$ cat src/rtl/lfsr_pattern_gen_pkg.sv
// rtl/lfsr_pattern_gen_pkg.sv - shared state encoding and default feedback constants for the pattern generator
package lfsr_pattern_gen_pkg;

    typedef enum logic [1:0] {
        S_IDLE = 2'd0,
        S_RUN  = 2'd1,
        S_STEP = 2'd2
    } state_t;

    localparam int          DEFAULT_WIDTH = 20;
    localparam logic [19:0] DEFAULT_TAPS  = 20'h167;

endpackage

$ cat src/rtl/lfsr_next.sv
// rtl/lfsr_next.sv - combinational shift/XOR step: next = (bits<<1) ^ (bits & TAPS), zero forced to 1
module lfsr_next
    import lfsr_pattern_gen_pkg::*;
#(
    parameter int               WIDTH = DEFAULT_WIDTH,
    parameter logic [WIDTH-1:0] TAPS  = WIDTH'(DEFAULT_TAPS)
) (
    input  logic [WIDTH-1:0] bits,
    output logic [WIDTH-1:0] next
);

    // An all-zero register would lock up, so it restarts the sequence at 1.
    always_comb begin
        if (bits == '0) begin
            next = WIDTH'(1);
        end else begin
            next = {bits[WIDTH-2:0], 1'b0} ^ (bits & TAPS);
        end
    end

endmodule

$ cat src/rtl/lfsr_pattern_gen.sv
// rtl/lfsr_pattern_gen.sv - pattern generator top: run/step/hold control, MSB-event counter, flags, residue, seed match
module lfsr_pattern_gen
    import lfsr_pattern_gen_pkg::*;
#(
    parameter int               WIDTH     = DEFAULT_WIDTH,
    parameter logic [WIDTH-1:0] TAPS      = WIDTH'(DEFAULT_TAPS),
    parameter int               COUNT_W   = 16,
    parameter int               COUNT_SAT = 0,
    parameter int               MOD_A     = 3,
    parameter int               MOD_B     = 5,
    parameter int               MOD_C     = 13,
    parameter int               RES_W     = $clog2(MOD_C)
) (
    input  logic               Clk,
    input  logic               Rst_n,
    input  logic               Run,
    input  logic               Step,
    output logic               Step_ack,
    input  logic               Load,
    input  logic [WIDTH-1:0]   Seed,
    output logic [WIDTH-1:0]   Bits,
    output logic [COUNT_W-1:0] Count,
    output logic               Wrap,
    output logic               Flag_a,
    output logic               Flag_b,
    output logic [RES_W-1:0]   Residue,
    output logic               Match,
    output logic               Busy
);

    localparam logic [COUNT_W-1:0] COUNT_PRE_MAX = {{(COUNT_W-1){1'b1}}, 1'b0};

    state_t             state, state_nxt;
    logic               step_armed;
    logic               do_step;
    logic [WIDTH-1:0]   next_bits;
    logic [WIDTH-1:0]   new_bits;
    logic [WIDTH-1:0]   seed_q;
    logic               new_flag_a, new_flag_b, new_match;
    logic [RES_W-1:0]   new_residue;

    lfsr_next #(.WIDTH(WIDTH), .TAPS(TAPS)) u_next (
        .bits (Bits),
        .next (next_bits)
    );

    always_comb begin
        state_nxt = state;
        do_step   = 1'b0;
        unique case (state)
            S_IDLE: begin
                if (Run) begin
                    state_nxt = S_RUN;
                    do_step   = 1'b1;
                end else if (Step && step_armed) begin
                    state_nxt = S_STEP;
                end
            end
            S_RUN: begin
                if (Run) do_step = 1'b1;
                else     state_nxt = S_IDLE;
            end
            S_STEP: begin
                do_step   = 1'b1;
                state_nxt = S_IDLE;
            end
            default: state_nxt = S_IDLE;
        endcase
        if (Load) begin
            state_nxt = S_IDLE;
            do_step   = 1'b0;
        end
    end

    // Flags and residue track whatever value lands in Bits this edge.
    always_comb begin
        new_bits    = Load ? Seed : next_bits;
        new_flag_a  = (new_bits % WIDTH'(MOD_A)) == '0;
        new_flag_b  = (new_bits % WIDTH'(MOD_B)) == '0;
        new_residue = RES_W'(new_bits % WIDTH'(MOD_C));
        new_match   = (next_bits == seed_q) || ((seed_q == '0) && (next_bits == WIDTH'(1)));
    end

    assign Busy = (state == S_RUN) || (state == S_STEP);

    always_ff @(posedge Clk or negedge Rst_n) begin
        if (!Rst_n) begin
            state      <= S_IDLE;
            step_armed <= 1'b1;
            Bits       <= '0;
            seed_q     <= '0;
            Count      <= '0;
            Wrap       <= 1'b0;
            Flag_a     <= 1'b0;
            Flag_b     <= 1'b0;
            Residue    <= '0;
            Match      <= 1'b0;
            Step_ack   <= 1'b0;
        end else begin
            state    <= state_nxt;
            Match    <= 1'b0;
            Step_ack <= 1'b0;
            if (Load || do_step) begin
                Bits    <= new_bits;
                Flag_a  <= new_flag_a;
                Flag_b  <= new_flag_b;
                Residue <= new_residue;
            end
            if (Load) begin
                seed_q     <= Seed;
                Count      <= '0;
                Wrap       <= 1'b0;
                step_armed <= !Step;
            end else begin
                // A held Step must be seen low before another request is taken.
                if (state == S_STEP)  step_armed <= 1'b0;
                else if (!Step)       step_armed <= 1'b1;
                if (do_step) begin
                    Match    <= new_match;
                    Step_ack <= (state == S_STEP);
                    if (next_bits[WIDTH-1]) begin
                        if (Count != '1) begin
                            Count <= Count + COUNT_W'(1);
                            if ((COUNT_SAT != 0) && (Count == COUNT_PRE_MAX)) Wrap <= 1'b1;
                        end else begin
                            Wrap <= 1'b1;
                            if (COUNT_SAT == 0) Count <= '0;
                        end
                    end
                end
            end
        end
    end

endmodule

$ cat config.mk
export PLATFORM = sky130hd
export DESIGN_NAME = lfsr_pattern_gen
export DESIGN_NICKNAME = d
export VERILOG_FILES = /design/src/rtl/lfsr_pattern_gen_pkg.sv /design/src/rtl/lfsr_next.sv /design/src/rtl/lfsr_pattern_gen.sv
export SDC_FILE = /design/constraint.sdc
export NUM_CORES = 1
export LEC_CHECK = 0
export ABC_CLOCK_PERIOD_IN_PS = 10260
export BUFFER_PORTS_ARGS = -buffer_cell sky130_fd_sc_hd__buf_4
export CORE_ASPECT_RATIO = 0.7
export CORE_MARGIN = 2
export CORE_UTILIZATION = 30
export DETAILED_ROUTE_END_ITERATION = 7
export PLACE_DENSITY = 0.54
export SKIP_CTS_REPAIR_TIMING = 1
export SLEW_MARGIN = 20
export SYNTH_ARGS = -nofsm -noshare
export SYNTH_HDL_FRONTEND = slang
export SYNTH_SLANG_ARGS = --single-unit
$ cat constraint.sdc
create_clock -name Clk -period 10.26 [get_ports Clk]
set_input_delay 2.565 -clock Clk [delete_from_list [all_inputs] [get_ports Clk]]
set_output_delay 2.565 -clock Clk [all_outputs]
set_load 0.01 [all_outputs]
==> impl_metrics.csv, run 1 <==
group,metric,value,unit
floorplanning,die_h,158,um
grt,gr-usage-all-layers,0.205,
worst_setup_path,crit_slowest_cell,"or4_4",
final_layout,drive_gt1_frac,0.376,
place,gp_congestion,0.920,
final_layout,layout_common_cells,"buf_4, nor2_1, nand2_1",
detailed_routing,dr.pass1.iters,6,
floorplanning,start_util,0.304,
detailed_routing,drc_errors,0,
timing,setup_slack,-1.47,ns
hold_path,hp-start,"Residue[3]",
detailed_routing,ant_nets,0,
yosys,synth-edff-count,0,
floorplanning,rows,56,
floorplanning,die_area,35500,sq um
detailed_routing,wirelength,37900,um
clocking,h-tree-depth,3,
worst_setup_path,r2r_start,"Bits[15]",
timing,min_period,11.73,ns
worst_setup_path,endpoint_kind,"flip-flop",
worst_setup_path,path_class,"primary input to flip-flop",
clocking,cts_made_buffers,9,
final_layout,fill_cells,3346,
yosys,ys_types,122,
yosys,syn_area_per_cell,7.30,sq um
clocking,clockBufferDepth,2,
yosys,ys_seq_area_frac,0.167,
grt,overflow,0,
place,dp_hpwl,28700,um
detailed_routing,avgRoutedWirePerCell,17.3,um
timing,finalSetupViolations,5,
yosys,async_reset_ff_frac,1.00,
final_layout,n_antenna_cell,0,
detailed_routing,via_per_inst,5.71,
timing,clock.fmax,0.0852,GHz
place,port-buffer-count,70,
worst_setup_path,arrival,12.00,ns
grt,grt_pass1_vias,11410,
timing,relSlewSlack,0.336,
yosys,synth-seq-cells,68,
detailed_routing,first_iter_violations,1052,
run,maxCapViolations,0,
yosys,synth_warnings,0,
timing,grt_setup_unrepaired,"true",
yosys,synthFlopType,"dfrtp_1",
final_layout,multiInputGateArea,8630,sq um
floorplanning,core,33500,sq um
yosys,synth_area,10200,sq um
final_layout,fin_util,0.439,
final_layout,regArea,1700,sq um
timing,maxSlewViolCount,0,
floorplanning,ios,71,
worst_setup_path,r2r_cells,47,
grt,grt_pass1_wl,59800,um
worst_setup_path,path_max_fanout,10,
timing,finClkSkew,0.00461,ns
grt,grt_max_degree,69,
timing,hold_violations,0,
timing,fin_crit_sh,1.14,
detailed_routing,num_vias,12510,
final_layout,nets,1794,
clocking,cts_tree,"done",
worst_setup_path,required,10.53,ns
outcome,status,"finished with violations",
yosys,synth_nets,1441,
clocking,clock_latency,0.34,ns
grt,antenna_found_initial,0,
outcome,violations,"setup timing",
clocking,root_buffer,"clkbuf_16",
worst_setup_path,cp-start-kind,"primary input",
final_layout,final_common_cell,"buf_4",
final_layout,syn2layout_area_growth,44.2,%
worst_setup_path,slowest_delay,0.56,ns
yosys,synth_cells,1396,
hold_path,holdCritPathClass,"flip-flop to flip-flop",
worst_setup_path,rrSetupSlack,0.37,ns
timing,tightest_slew,0.995,ns
floorplanning,die_x,224,um
worst_setup_path,timing.rr.end,"Residue[1]",
hold_path,hold_end,"Residue[3]",
clocking,numClockSinks,68,
hold_path,whs_path_depth,2,
clocking,clk_pin_slew,0.06,ns
==> worst max-delay path by stage <==
stage	from	end	slack, ns	cells past startpoint
3_5_place_dp	Load	Residue[1]	-2.24	47
4_1_cts	Load	Residue[1]	-1.93	47
5_1_grt	Load	Residue[1]	-2.01	52
2_1_floorplan	Load	Residue[1]	-1.28	50
3_3_place_gp	Load	Residue[1]	-2.10	48
6_report	Load	Residue[1]	-1.47	48
==> synth_stat cells, types with 11 or more instances <==
library cell / instances / share of area
buf_2: 30 / 0.015
o221ai_1: 11 / 0.0095
a21oi_1: 108 / 0.053
a211oi_1: 17 / 0.013
and2_1: 11 / 0.0068
nand4_1: 31 / 0.019
o22ai_1: 12 / 0.0074
ha_1: 20 / 0.025
nor4_1: 22 / 0.014
nand3_1: 65 / 0.032
nand2_1: 127 / 0.047
or3_1: 15 / 0.0092
inv_1: 34 / 0.013
a211o_1: 12 / 0.010
clkbuf_1: 50 / 0.018
xnor2_1: 44 / 0.038
dfrtp_1: 67 / 0.16
mux2i_1: 16 / 0.016
nor3_1: 62 / 0.030
and3_1: 21 / 0.013
o211ai_1: 28 / 0.021
o21ai_1: 22 / 0.011
a31oi_1: 21 / 0.013
nor2_1: 135 / 0.050
o21ai_0: 92 / 0.045
mux2_2: 17 / 0.019
xor2_1: 19 / 0.016
==> cell type report <==
type	count	area share
sequential	68	0.116
clock buffer	11	0.0172
tap	435	0.0370
timing repair buffer	437	0.229
clock inverter	5	0.00400
inverter	37	0.00962
multi-input combinational	1196	0.587
==> state kept, by name, indices dropped and copies added, names as in the netlist <==
register and flops:
seed_q 20, Wrap 1, Bits 20, Step_ack 1
Residue 4, Match 1, Flag_a 1, step_armed 1
Flag_b 1, Count 16, state 2
==> stage by stage <==
| step | setup slack (ns) | setup TNS, ns | cell area (sq um) | std cells | hold slack (ns) |
|---|---|---|---|---|---|
| after global placement | -2.10 | -9.33 | 13500 | 2136 | 0.476 |
| after global routing | -2.01 | -8.91 | 14700 | 2189 | 0.532 |
| final | -1.47 | -6.27 | 14700 | 2189 | 0.492 |
| after detailed placement | -2.24 | -9.91 | 13500 | 2136 | 0.487 |
| after floorplan | -1.28 | -5.48 | 10400 | 1396 | 0.503 |
| after CTS | -1.93 | -8.38 | 13800 | 2152 | 0.500 |
==> cell families after synthesis <==
group	synth area share
buffers and inverters	0.0616
xor gates and xnor gates	0.0573
and+or+nand+nor	0.268
AOI/OAI and AO/OA	0.360
muxes	0.0566
adders and majority gates	0.0286
DFF	0.167
==> worst max-delay path: cells and delay by family <==
kind	cells	cell delay [ns]
XOR/XNOR	1	0.13
AO/OA/AOI/OAI	18	4.12
adder cells (fa/ha/maj)	3	0.55
AND/OR/NAND/NOR	16	2.74
buffers and inverters	6	0.81
multiplexers	4	1.03
==> metal layers <==
metal	wire (um)	global-route usage
met3	2360	0.0256
met1	19000	0.314
met5	0	0
met2	16100	0.303
met4	475	0.0426
Power of run 1 is not shown: default switching activity piles up to over one toggle a cycle in this logic, so the estimate is an artifact.
==> run 2, diff against run 1 <==
Settings changed: ABC_AREA set to 1, SYNTH_HIERARCHICAL set to 1.
==> impl_metrics.csv, run 2 <==
group,metric,value,unit
timing,finalSetupViolations,0,
worst_setup_path,endpoint_kind,"flip-flop",
place,port-buffer-count,70,
worst_setup_path,cp-start-kind,"primary input",
worst_setup_path,timing.rr.end,"Residue[0]",
yosys,synth_warnings,6,
floorplanning,die_x,201,um
floorplanning,die_h,142,um
timing,clock.fmax,0.0979,GHz
yosys,synthTopCellsByCount,"nand2_1, inv_1, nand3_1",
detailed_routing,num_vias,8768,
yosys,synth-seq-cells,68,
yosys,synth_nets,1401,
worst_setup_path,path_class,"primary input to flip-flop",
clocking,cts_made_buffers,9,
final_layout,syn2layout_area_growth,36.2,%
hold_path,holdCritPathClass,"flip-flop to flip-flop",
worst_setup_path,rrSetupSlack,1.76,ns
grt,overflow,0,
clocking,h-tree-depth,3,
worst_setup_path,slowest_delay,0.24,ns
clocking,root_buffer,"clkbuf_16",
clocking,numClockSinks,68,
detailed_routing,via_per_inst,4.61,
yosys,synthMostInstantiatedCell,"nand2_1",
yosys,synth-edff-count,0,
worst_setup_path,r2r_start,"Bits[18]",
yosys,synth_area,8130,sq um
grt,grt_pass1_vias,7799,
floorplanning,core,26700,sq um
final_layout,n_antenna_cell,0,
timing,finClkSkew,0.00452,ns
grt,antenna_found_initial,0,
timing,min_period,10.21,ns
run,maxCapViolations,0,
timing,hold_violations,0,
final_layout,largest_registers,"Bits: 20 flops, seed_q: 20 flops, Count: 16 flops",
place,dp_hpwl,17800,um
yosys,async_reset_ff_frac,1.00,
yosys,synth_cells,1360,
worst_setup_path,r2r_cells,82,
final_layout,layout_common_cells,"nand2_1, buf_4, inv_1",
detailed_routing,ant_nets,0,
place,gp_congestion,0.856,
worst_setup_path,crit_start,"Load",
outcome,status,"finished clean",
worst_setup_path,path_max_fanout,8,
final_layout,nets,1574,
yosys,synthFlopType,"dfrtp_1",
yosys,syn_area_per_cell,5.98,sq um
yosys,ys_types,51,
final_layout,fill_cells,2787,
detailed_routing,wirelength,23600,um
yosys,ys_seq_area_frac,0.210,
yosys,yosysTopAreaCellShare,0.206,
timing,fin_crit_sh,0.995,
worst_setup_path,cp_common_cell,"nand2_4",
final_layout,final_common_cell,"nand2_1",
final_layout,drive_gt1_frac,0.348,
timing,tightest_slew,1.00,ns
yosys,synth_area_leaders,"dfrtp_1, nand2_1, nand3_1",
clocking,clk_pin_slew,0.06,ns
clocking,clock_latency,0.33,ns
grt,gr-usage-all-layers,0.158,
grt,grt_pass1_wl,37600,um
detailed_routing,first_iter_violations,416,
final_layout,fin_cells,1902,
yosys,synth.largest_area_cell,"dfrtp_1",
floorplanning,ios,71,
worst_setup_path,required,10.53,ns
timing,relSlewSlack,0.329,
detailed_routing,avgRoutedWirePerCell,12.4,um
clocking,cts_tree,"done",
timing,grt_setup_unrepaired,"true",
worst_setup_path,crit_path_end,"Residue[0]",
timing,finalSetupTns,0,ns
clocking,clockBufferDepth,2,
timing,maxSlewViolCount,0,
floorplanning,rows,50,
floorplanning,die_area,28400,sq um
grt,grt_max_degree,69,
worst_setup_path,arrival,10.48,ns
worst_setup_path,crit_slowest_cell,"xor2_1",
detailed_routing,dr.pass1.iters,5,
floorplanning,start_util,0.305,
place,dp_cells,1865,
hold_path,whs_path_depth,2,
detailed_routing,drc_errors,0,
-- run 2: changes by cell type after synthesis, moves of 56 or more --
cell,change
a21oi_1,-74
inv_1,+138
nor2_1,-62
nand2_2,+81
nor3_1,-56
nand3_1,+75
nand2_1,+312
-- run 2: layout make-up --
class / count / area (sq um) / share of cell area
inverters: 200 / 753 / 0.0680
clock inverters: 6 / 63.8 / 0.00576
repair buffers: 197 / 1540 / 0.139
multi-input cells: 1057 / 6320 / 0.571
well taps: 364 / 455 / 0.0411
clock buffers: 10 / 239 / 0.0216
flip-flops and latches: 68 / 1700 / 0.154
-- run 2: worst min path at each step --
stage / start / to / slack [ns]
6_report: Residue[3] / Residue[3] / 0.48
3_5_place_dp: Residue[3] / Residue[3] / 0.47
3_3_place_gp: Residue[3] / Residue[3] / 0.47
2_1_floorplan: step_armed / step_armed / 0.47
5_1_grt: Residue[3] / Residue[3] / 0.51
4_1_cts: Residue[3] / Residue[3] / 0.48
-- run 2: per-stage QoR --
stage / area [sq um] / util / worst slack (ns) / hold slack, ns
after CTS: 9980 / 0.375 / -0.120 / 0.484
after global placement: 9680 / 0.363 / -0.129 / 0.468
final: 11100 / 0.415 / 0.0487 / 0.477
after global routing: 11100 / 0.415 / -0.636 / 0.509
after floorplan: 8130 / - / 0.569 / 0.470
after detailed placement: 9680 / 0.363 / -0.440 / 0.468
-- run 2: cell families (layout without fill, tap and decap cells) --
kind of cell | Yosys count | count (layout) | share of synthesized area
xor gates and xnor gates | 37 | 37 | 0.0417
buffers and inverters | 235 | 413 | 0.121
DFF | 68 | 68 | 0.210
and+or+nand+nor | 845 | 845 | 0.493
AOI/OAI and AO/OA | 159 | 159 | 0.110
adders and majority gates | 16 | 16 | 0.0246
-- run 2: metal layers --
metal,routed length (um),track usage,part of all wire,vias to the layer above
met1,12600,0.237,0.53,3954
li1,-,-,-,4676
met5,0,0,0,-
met3,759,0.0255,0.032,18
met2,10000,0.238,0.42,120
met4,227,0.0285,0.0096,0
-- run 2: critical path, delay by kind of cell --
| kind | cells | cell delay, ns |
|---|---|---|
| xor gates and xnor gates | 1 | 0.24 |
| buffers and inverters | 5 | 0.39 |
| and+or+nand+nor | 73 | 6.58 |
| AOI/OAI and AO/OA | 2 | 0.32 |
| adders and majority gates | 2 | 0.34 |
Power of run 2 is left out for the same reason.
